[src/rtl/cpu_pkg.sv]
// ---------------------------------------------------------------------------
// cpu_pkg
// Shared definitions for the 8-bit CPU: the 4-bit opcode values that live in
// the upper nibble of every instruction byte, and the fetch unit state type.
// ---------------------------------------------------------------------------
package cpu_pkg;

   localparam logic [3:0] OP_NOP = 4'b0000;
   localparam logic [3:0] OP_ADN = 4'b0111;
   localparam logic [3:0] OP_INC = 4'b1000;
   localparam logic [3:0] OP_DEC = 4'b1001;
   localparam logic [3:0] OP_JMP = 4'b1010;
   localparam logic [3:0] OP_CLR = 4'b1011;
   localparam logic [3:0] OP_HLT = 4'b1111;

   // FETCH   : normal byte-per-cycle fetch
   // JMP_TGT : reading the target byte that follows a JMP opcode
   // HALT    : HLT seen, no further ROM reads until reset
   typedef enum logic [1:0] {
      FETCH   = 2'd0,
      JMP_TGT = 2'd1,
      HALT    = 2'd2
   } fetchState_e;

endpackage

[src/rtl/instr_fetch.sv]
// ---------------------------------------------------------------------------
// instr_fetch
// Instruction fetch unit: reads the program ROM one byte per cycle, resolves
// two-byte JMP internally, stops on HLT and hands every other byte to the
// decoder over a valid/ready handshake. Execute may redirect the PC.
//
// Ports
//   clk, rst          : clock, synchronous active-high reset
//   rom_addr/read/ena : ROM request (combinational from state, pc, slot_free)
//   rom_data          : ROM byte, returned in the same cycle as the request
//   instr, instr_pc   : fetched byte and the address it came from
//   instr_valid       : instr/instr_pc hold a byte for the decoder
//   instr_ready       : decoder accepts the byte this cycle
//   redirect_valid    : execute-stage PC override (ignored once halted)
//   redirect_addr     : new PC on redirect
//   halted            : HLT fetched, fetch stopped
// ---------------------------------------------------------------------------
module instr_fetch
   import cpu_pkg::*;
#(
   parameter int                ADDR_W   = 8,
   parameter int                DATA_W   = 8,
   parameter logic [ADDR_W-1:0] RESET_PC = '0
) (
   input  logic              clk,
   input  logic              rst,
   output logic [ADDR_W-1:0] rom_addr,
   output logic              rom_read,
   output logic              rom_ena,
   input  logic [DATA_W-1:0] rom_data,
   output logic [DATA_W-1:0] instr,
   output logic [ADDR_W-1:0] instr_pc,
   output logic              instr_valid,
   input  logic              instr_ready,
   input  logic              redirect_valid,
   input  logic [ADDR_W-1:0] redirect_addr,
   output logic              halted
);

   fetchState_e       state_q;
   logic [ADDR_W-1:0] pc_q;
   logic [DATA_W-1:0] instr_q;
   logic [ADDR_W-1:0] instrPc_q;
   logic              instrValid_q;
   logic              halted_q;

   logic              slotFree;
   logic [ADDR_W-1:0] pcInc_d;
   logic [3:0]        opcode;

   // The output slot can take a new byte when it is empty or being drained
   // this very cycle. The PC increment wraps naturally at the address width.
   assign slotFree = !instrValid_q || instr_ready;
   assign pcInc_d  = pc_q + {{(ADDR_W-1){1'b0}}, 1'b1};
   assign opcode   = rom_data[DATA_W-1 -: 4];

   // ROM request: the JMP target read never needs the output slot, a normal
   // fetch only goes out when the fetched byte has somewhere to land. The
   // strobe is held low while reset is asserted.
   always_comb begin
      rom_read = 1'b0;
      if (!rst) begin
         case (state_q)
            FETCH:   rom_read = slotFree;
            JMP_TGT: rom_read = 1'b1;
            default: rom_read = 1'b0;
         endcase
      end
   end

   assign rom_ena  = rom_read;
   assign rom_addr = pc_q;

   // Fetch FSM together with the PC and output registers. Redirect wins over
   // everything except HALT and throws away both the pending output byte and
   // whatever the ROM returned this cycle.
   always_ff @(posedge clk) begin
      if (rst) begin
         state_q      <= FETCH;
         pc_q         <= RESET_PC;
         instr_q      <= '0;
         instrPc_q    <= '0;
         instrValid_q <= 1'b0;
         halted_q     <= 1'b0;
      end else begin
         case (state_q)
            FETCH: begin
               if (redirect_valid) begin
                  pc_q         <= redirect_addr;
                  instrValid_q <= 1'b0;
               end else if (slotFree) begin
                  pc_q <= pcInc_d;
                  if (opcode == OP_JMP) begin
                     state_q      <= JMP_TGT;
                     instrValid_q <= 1'b0;
                  end else begin
                     instr_q      <= rom_data;
                     instrPc_q    <= pc_q;
                     instrValid_q <= 1'b1;
                     if (opcode == OP_HLT) begin
                        state_q  <= HALT;
                        halted_q <= 1'b1;
                     end
                  end
               end
            end
            JMP_TGT: begin
               state_q <= FETCH;
               if (redirect_valid) begin
                  pc_q         <= redirect_addr;
                  instrValid_q <= 1'b0;
               end else begin
                  pc_q <= rom_data[ADDR_W-1:0];
                  if (instr_ready) begin
                     instrValid_q <= 1'b0;
                  end
               end
            end
            HALT: begin
               if (instr_ready) begin
                  instrValid_q <= 1'b0;
               end
            end
            default: begin
               state_q <= FETCH;
            end
         endcase
      end
   end

   assign instr       = instr_q;
   assign instr_pc    = instrPc_q;
   assign instr_valid = instrValid_q;
   assign halted      = halted_q;

endmodule

[config.mk]
export PLATFORM = sky130hd
export DESIGN_NAME = instr_fetch
export DESIGN_NICKNAME = d
export VERILOG_FILES = /design/src/rtl/cpu_pkg.sv /design/src/rtl/instr_fetch.sv
export SDC_FILE = /design/constraint.sdc
export NUM_CORES = 1
export LEC_CHECK = 0
export BUFFER_PORTS_ARGS = -buffer_cell sky130_fd_sc_hd__buf_2
export CORE_ASPECT_RATIO = 0.8
export CORE_UTILIZATION = 30
export DETAILED_ROUTE_END_ITERATION = 8
export REMOVE_ABC_BUFFERS = 1
export SETUP_SLACK_MARGIN = 0.2
export SYNTH_ARGS = -nofsm -noshare
export SYNTH_HDL_FRONTEND = slang
export SYNTH_SLANG_ARGS = --single-unit
[constraint.sdc]
create_clock -name clk -period 3.8 [get_ports clk]
set_input_delay 0 -clock clk [delete_from_list [all_inputs] [get_ports clk]]
set_output_delay 0 -clock clk [all_outputs]
set_load 0.05 [all_outputs]
==> results.md, run 1 <==
* Outcome: completed
* Hold violation total from the final report at 0
* Hold wc startpoint: rom_data[5]
* Dpl hpwl at 2490 um
* Async set-or-reset flop fraction in the synthesized netlist at 0
* RSZ-0062 raised after global routing: false
* TritonCTS clock tree: built
* CTS sink count at 28
* Total Routed Length at 3600 um
* Slew at the pin closest to its max-slew limit at 1.01 ns
* Count of pins over their slew limit at 0
* Power share of the clock group at 0.261
* Port Buffer Count at 47
* Initial drt markers at 110
* Clock buffer depth at 2
* Antenna violations before repair at 0
* Worst setup path startpoint: state_q[1]$_SDFFE_PP0P_
* DIE WIDTH at 79.5 um
* Crit path capture type: flip-flop
* Yosys synthesis warning count at 0
* # DRC at 0
* Row count at 22
* Mapped Avg Cell Area at 8.39 um2
* Count of buffers added by post-CTS timing repair for setup at 0
* Setup Skew at 0.00559 ns
* Post-detailed-route wirelength per cell at 13.1 um
* Comb power frac at 0.267
* First-pass GRT wire length at 5920 um
* Cells after Synth at 172
* Via-to-Cell Ratio at 4.95
* Net Switching at 0.239 mW
* Sum of negative setup slack at 0 ns
* Sequential Power Share at 0.471
* Insertion delay to the later sink of the worst-skew pair at 0.27 ns
* Number of flops mapped to enable cells by yosys at 0
* Maximum fanout encountered on the critical timing path at 16
* Worst R2R Path Depth at 6
* Share of cells above drive strength 1 at 0.256
* Min-Delay Path Class: input pin to flip-flop
* Max-Cap Viols at 0
* Global placement routability congestion at 0.842
* Most instantiated flip-flop cell in the synthesis netlist: sky130_fd_sc_hd__dfxtp_1
* Crit path DAT at 2.39 ns
* Root Driver: sky130_fd_sc_hd__clkbuf_8
* Relative slew margins at 0.327
* Setup Crit Path Kind: flip-flop to flip-flop
* Effective utilization at floorplan at 0.314
* Count of state elements after synthesis at 28
* Vias in the first global route at 1268
* Count of nets left with antenna violations after detail routing at 0
* GRT Overall Usage at 0.147
* Pleak at 0.796 nW
* Pin count of the biggest net entering global routing at 28
* Area enclosed by the die boundary at 5090 um2
* Upper clock frequency limit at 446 MHz
* Endpoint of the worst hold-timing path: instr[5]$_SDFFE_PP0P_
* Area Growth Syn to Fin at 23.6%
* Setup slack, reg-to-reg at 1.56 ns
* Number of I/O pins at 48
* Total gr overflow at 0
* Count of endpoints failing setup in the final report at 0
* Initial DRT Pass Iterations at 4
* Number of H-tree levels at 1
* Vias at 1362
* Area of the core at 4600 um2
* Area of the multi-input gates at 798 um2
* Post-Place Setup Slack at 1.55 ns
* Clock transition at the register clock pins on the worst setup and hold paths after CTS at 0.10 ns
* Critical Path RT at 3.95 ns
* Proportion of synthesized chip area in sequential cells at 0.389
* Design internal power at 0.462 mW
* Filler instances at 480
* Ratio of final minimum period to clock period at 0.591
* Die outline height at 64.0 um
* Register cell area after layout at 561 um2
* Final net count at 240
* Hold-critical path depth at 3
* TritonCTS buffer count at 3
* CP Launch Type: flip-flop
* Power density over cell area at 393 nW/um2
* Switching part of the total power at 0.340
* Minimum clock period after layout at 2.24 ns
* Worst reg2reg path endpoint: instr_pc[3]$_SDFFE_PP0P_
* Final worst-path setup slack at 1.56 ns
* Crit Reg-Reg Startpoint: state_q[1]$_SDFFE_PP0P_
* Worst-case vdd ir drop at 0.193 mV
* Count of unique library cells instantiated by Yosys at 37
* N_diodes at 0
* Cell area after synthesis at 1440 um2
worst max-delay path, cell delays in order (launching register included):
cell	delay [ns]
sky130_fd_sc_hd__dfxtp_1	0.32
sky130_fd_sc_hd__inv_1	0.09
sky130_fd_sc_hd__ha_1	0.30
sky130_fd_sc_hd__nand2b_1	0.24
sky130_fd_sc_hd__nor3_4	0.83
sky130_fd_sc_hd__mux2i_1	0.29
sky130_fd_sc_hd__nor2_1	0.06
worst max-delay path by stage:
stage / endpoint / slack [ns] / cells past startpoint
2_1_floorplan: rom_ena / 1.68 / 4
4_1_cts: instr_pc[3]$_SDFFE_PP0P_ / 1.55 / 6
3_5_place_dp: instr_pc[3]$_SDFFE_PP0P_ / 1.55 / 6
3_3_place_gp: instr[2]$_SDFFE_PP0P_ / 1.62 / 6
5_1_grt: instr_pc[3]$_SDFFE_PP0P_ / 1.32 / 6
6_report: instr_pc[3]$_SDFFE_PP0P_ / 1.56 / 6
cells in the final DEF (no fill, tap or decap), types with 3 or more instances in the layout:
| master | instances |
|---|---|
| sky130_fd_sc_hd__a21oi_1 | 15 |
| sky130_fd_sc_hd__buf_2 | 47 |
| sky130_fd_sc_hd__clkbuf_8 | 4 |
| sky130_fd_sc_hd__dfxtp_1 | 28 |
| sky130_fd_sc_hd__dlygate4sd3_1 | 4 |
| sky130_fd_sc_hd__ha_1 | 4 |
| sky130_fd_sc_hd__inv_1 | 5 |
| sky130_fd_sc_hd__mux2i_1 | 17 |
| sky130_fd_sc_hd__nand2_1 | 18 |
| sky130_fd_sc_hd__nand2b_1 | 3 |
| sky130_fd_sc_hd__nand3_1 | 3 |
| sky130_fd_sc_hd__nand4_1 | 3 |
| sky130_fd_sc_hd__nor2_1 | 22 |
| sky130_fd_sc_hd__o21ai_0 | 15 |
kinds of logic (layout without fill, tap and decap cells):
group	after synthesis	in the layout	synth area share
simple gates	59	59	0.197
compound gates	46	46	0.198
mux	17	17	0.118
buf+inv	17	60	0.0581
xor+xnor	1	1	0.00607
flops	28	28	0.389
fa+ha+maj	4	4	0.0347
sequential cells by signal (all words and copies together), names as in the netlist:
signal	cells
state_q	2
halted	1
instr_pc	8
instr_valid	1
rom_addr	8
instr	8
timing repair:
item,4_1_cts,5_1_grt
gates resized for setup,0,0
hold endpoints to repair,4,0
hold buffers,4,0
cell usage after synthesis, drive strengths merged (2+ instances only):
| cell type | count | area [um2] |
|---|---|---|
| a211oi | 2 | 15.0 |
| a21oi | 15 | 75.1 |
| a31oi | 2 | 12.5 |
| buf | 3 | 31.3 |
| clkbuf | 9 | 33.8 |
| dfxtp | 28 | 561 |
| ha | 4 | 50.1 |
| inv | 5 | 18.8 |
| mux2i | 17 | 170 |
| nand2 | 18 | 67.6 |
| nand2b | 3 | 18.8 |
| nand3 | 3 | 15.0 |
| nand4 | 3 | 18.8 |
| nor2 | 22 | 82.6 |
| nor3 | 3 | 26.3 |
| nor4b | 2 | 17.5 |
| o21ai | 15 | 75.1 |
| o22a | 2 | 18.8 |
| o311a | 2 | 20.0 |
cell type report:
class	count	share of cell area
timing repair buffer	51	0.154
clock buffer	4	0.0309
sequential	28	0.314
inverter	5	0.0105
multi-input combinational	127	0.448
tap	60	0.0421
layer usage:
layer	GRT usage	up-vias	routed length, um
li1	-	695	-
met1	0.201	625	1790
met2	0.240	38	1600
met3	0.0314	4	184
met4	0.0205	0	27
met5	0	-	0
power by group through the flow:
| stage | registers [mW] | logic (mW) | clock network (mW) |
|---|---|---|---|
| final | 0.330 | 0.187 | 0.183 |
| after global routing | 0.334 | 0.202 | 0.203 |
| after CTS | 0.330 | 0.188 | 0.193 |
| after detailed placement | 0.337 | 0.185 | 0 |
| after global placement | 0.337 | 0.183 | 0 |
| after floorplan | 0.396 | 0.0704 | 0 |
metrics by stage:
stage / area, um2 / hold slack [ns] / cells / total power [mW] / util
after floorplan: 1380 / 0.0691 / 160 / 0.466 / -
after global placement: 1690 / 0.258 / 267 / 0.520 / 0.367
after detailed placement: 1690 / 0.263 / 267 / 0.522 / 0.367
after CTS: 1780 / 0.0347 / 275 / 0.711 / 0.388
after global routing: 1780 / 0.0674 / 275 / 0.739 / 0.388
final: 1780 / 0.0472 / 275 / 0.701 / 0.388
No activity file was read; power rests on OpenSTA's default activity.
==> run 2: changes to the inputs <==
==> constraint.sdc (replaced) <==
create_clock -name clk -period 2.1 [get_ports clk]
set_input_delay 0 -clock clk [delete_from_list [all_inputs] [get_ports clk]]
set_output_delay 0 -clock clk [all_outputs]
set_load 0.05 [all_outputs]
==> run 2 against run 1 <==
  * Die area unchanged
  * Clock skew up 0.0042 ns
  * Sequential power up 80%
  * Combinational power up 87%
  * Sequential share of layout area down 0.69 points
  * Cell count up 1.8%
  * Via count up 1.8%
  * First-iteration DRC count down 25%
  * Sequential cell count unchanged
  * Highest routed layer unchanged
==> results.md, run 2 (synthesis gave the netlist of run 1 again) <==
* Ratio of final minimum period to clock period at 0.804
* Global placement routability congestion at 0.823 (-2.3%)
* Clock buffer depth at 2 (unchanged)
* Share of cells above drive strength 1 at 0.277 (+0.0215)
* Area Growth Syn to Fin at 26.4%
* Hold violation total from the final report at 0 (unchanged)
* Area of the core at 4600 um2 (unchanged)
* Setup slack, reg-to-reg at 0.45 ns (-1.11 ns)
* Pin count of the biggest net entering global routing at 28 (unchanged)
* Cell area after placement at 1730 um2 (+2.2%)
* Insertion delay to the later sink of the worst-skew pair at 0.28 ns (about the same)
* Slew at the pin closest to its max-slew limit at 0.500 ns (-0.506 ns)
* Vias in the first global route at 1255 (-1.0%)
* Hold Slack at 0.0280 ns (-0.0192 ns)
* Crit Reg-Reg Startpoint: state_q[1]$_SDFFE_PP0P_
* Count of nets left with antenna violations after detail routing at 0 (unchanged)
* Dpl hpwl at 2570 um (+3.2%)
* Area enclosed by the die boundary at 5090 um2 (unchanged)
* TritonCTS buffer count at 3 (unchanged)
* Max-Cap Viols at 0 (unchanged)
* CP Launch Type: flip-flop
* CTS sink count at 28 (unchanged)
* Clock transition at the register clock pins on the worst setup and hold paths after CTS at 0.10 ns (about the same)
* Post-Place Setup Slack at 0.381 ns (-1.17 ns)
* Setup Skew at 0.00983 ns (+0.00424 ns)
* Effective utilization at floorplan at 0.314 (unchanged)
* Antenna violations before repair at 0 (unchanged)
* TritonCTS clock tree: built
* GRT Overall Usage at 0.145 (-0.00229)
* Maximum fanout encountered on the critical timing path at 12 (-4)
* # DRC at 0 (unchanged)
* Filler instances at 456 (-5.0%)
* Worst setup path startpoint: state_q[1]$_SDFFE_PP0P_
* Vias at 1386 (+1.8%)
* First-pass GRT wire length at 5840 um (-1.4%)
* Delay contributed by the slowest stage of the critical path at 0.33 ns (-0.50 ns)
* Pleak at 0.821 nW (+3.2%)
* Hold-critical path depth at 3 (unchanged)
* Critical Path RT at 2.10 ns (-1.85 ns)
* Relative slew margins at 0.667 (+0.339)
* Die outline height at 64.0 um (unchanged)
* CP max-delay cell: sky130_fd_sc_hd__dfxtp_1
* Minimum clock period after layout at 1.69 ns
* Total gr overflow at 0 (unchanged)
* Number of H-tree levels at 1 (unchanged)
* Outcome: completed
* DIE WIDTH at 79.5 um (unchanged)
* Sum of negative setup slack at 0 ns (unchanged)
* Count of endpoints failing setup in the final report at 0 (unchanged)
* Count of buffers added by post-CTS timing repair for setup at 0 (unchanged)
* Post-detailed-route wirelength per cell at 12.5 um (-4.9%)
* Number of I/O pins at 48 (unchanged)
* Total Routed Length at 3490 um (-3.2%)
* Power density over cell area at 706 nW/um2 (+79%)
* Row count at 22 (unchanged)
* Final worst-path setup slack at 0.412 ns (-1.14 ns)
* Initial drt markers at 82 (-25%)
* Initial DRT Pass Iterations at 4 (unchanged)
* Most frequent standard cell in the layout excluding fill and tap cells: sky130_fd_sc_hd__buf_2
* Count of pins over their slew limit at 0 (unchanged)
* Crit path to: rom_read
* RSZ-0062 raised after global routing: false
* Worst-case vdd ir drop at 0.379 mV (+96%)
* Worst R2R Path Depth at 6 (unchanged)
* Upper clock frequency limit at 592 MHz
* Critical Path, Cell by Cell: inv_1, ha_1, buf_4, a21oi_1, nor2_1, buf_2
* Area of all placed cells without fillers at 1820 um2 (+2.2%)
* Via-to-Cell Ratio at 4.95 (about the same)
* Final Power at 1.29 mW (+84%)
* Final net count at 245 (+2.1%)
* N_diodes at 0 (unchanged)
* Setup Crit Path Kind: flip-flop to output pin
* Crit path capture type: output pin
* Crit path DAT at 1.69 ns (-0.70 ns)
* Port Buffer Count at 47 (unchanged)
* Min-Delay Path Class: input pin to flip-flop
* Root Driver: sky130_fd_sc_hd__clkbuf_8
* Top library cells by usage in the layout, fill and taps aside: sky130_fd_sc_hd__buf_2, sky130_fd_sc_hd__dfxtp_1, sky130_fd_sc_hd__nor2_1
* Worst reg2reg path endpoint: rom_addr[5]$_SDFFE_PP0P_
[run 2: cell count changes in the layout (fill, tap and decap cells not counted), sizes merged]
cell / before / now
buf: 47 / 52
[run 2: routing by layer]
layer | routed length (um) | global-route usage | up-vias
met5 | 0 | 0 | -
met2 | 1480 | 0.224 | 40
met1 | 1780 | 0.203 | 633
met4 | 12 | 0.0205 | 0
li1 | - | - | 711
met3 | 215 | 0.0386 | 2
[run 2: area by class of cell]
type | instances | area (um2) | share of cell area
Inverter | 5 | 18.8 | 0.0103
Timing Repair Buffer | 56 | 313 | 0.172
Clock buffer | 4 | 55.1 | 0.0302
Sequential cell | 28 | 561 | 0.307
Tap cell | 60 | 75.1 | 0.0412
Multi-Input combinational cell | 127 | 801 | 0.439
[run 2: repair_timing]
action,in CTS,in global routing
gates resized for setup,0,1
endpoints found under the setup margin,0,13
hold endpoints to repair,4,0
hold buffers,4,0
[run 2: worst min path at each step]
stage	start	to	slack [ns]
3_3_place_gp	rom_data[2]	instr[2]$_SDFFE_PP0P_	0.26
5_1_grt	rom_data[7]	instr[7]$_SDFFE_PP0P_	0.05
6_report	rom_data[7]	instr[7]$_SDFFE_PP0P_	0.03
2_1_floorplan	rst	rom_addr[0]$_SDFFE_PP0P_	0.07
4_1_cts	rom_data[7]	instr[7]$_SDFFE_PP0P_	0.03
3_5_place_dp	rom_data[2]	instr[2]$_SDFFE_PP0P_	0.27
[run 2: worst max-delay path, delay by kind of cell (launching register included)]
family          cells  cell delay, ns
compound gates      1            0.06
flops               1            0.33
buf+inv             3            0.60
simple gates        1            0.12
fa+ha+maj           1            0.29
[run 2: report_power, final]
part | internal, mW | switching, mW
combinational | 0.112 | 0.238
clock | 0.168 | 0.174
sequential | 0.564 | 0.0297
total | 0.845 | 0.441
[run 2: per-stage QoR]
stage	util	cells
floorplan	-	160
global placement	0.375	272
detailed placement	0.375	272
CTS	0.396	280
global route	0.397	280
finish	0.397	280
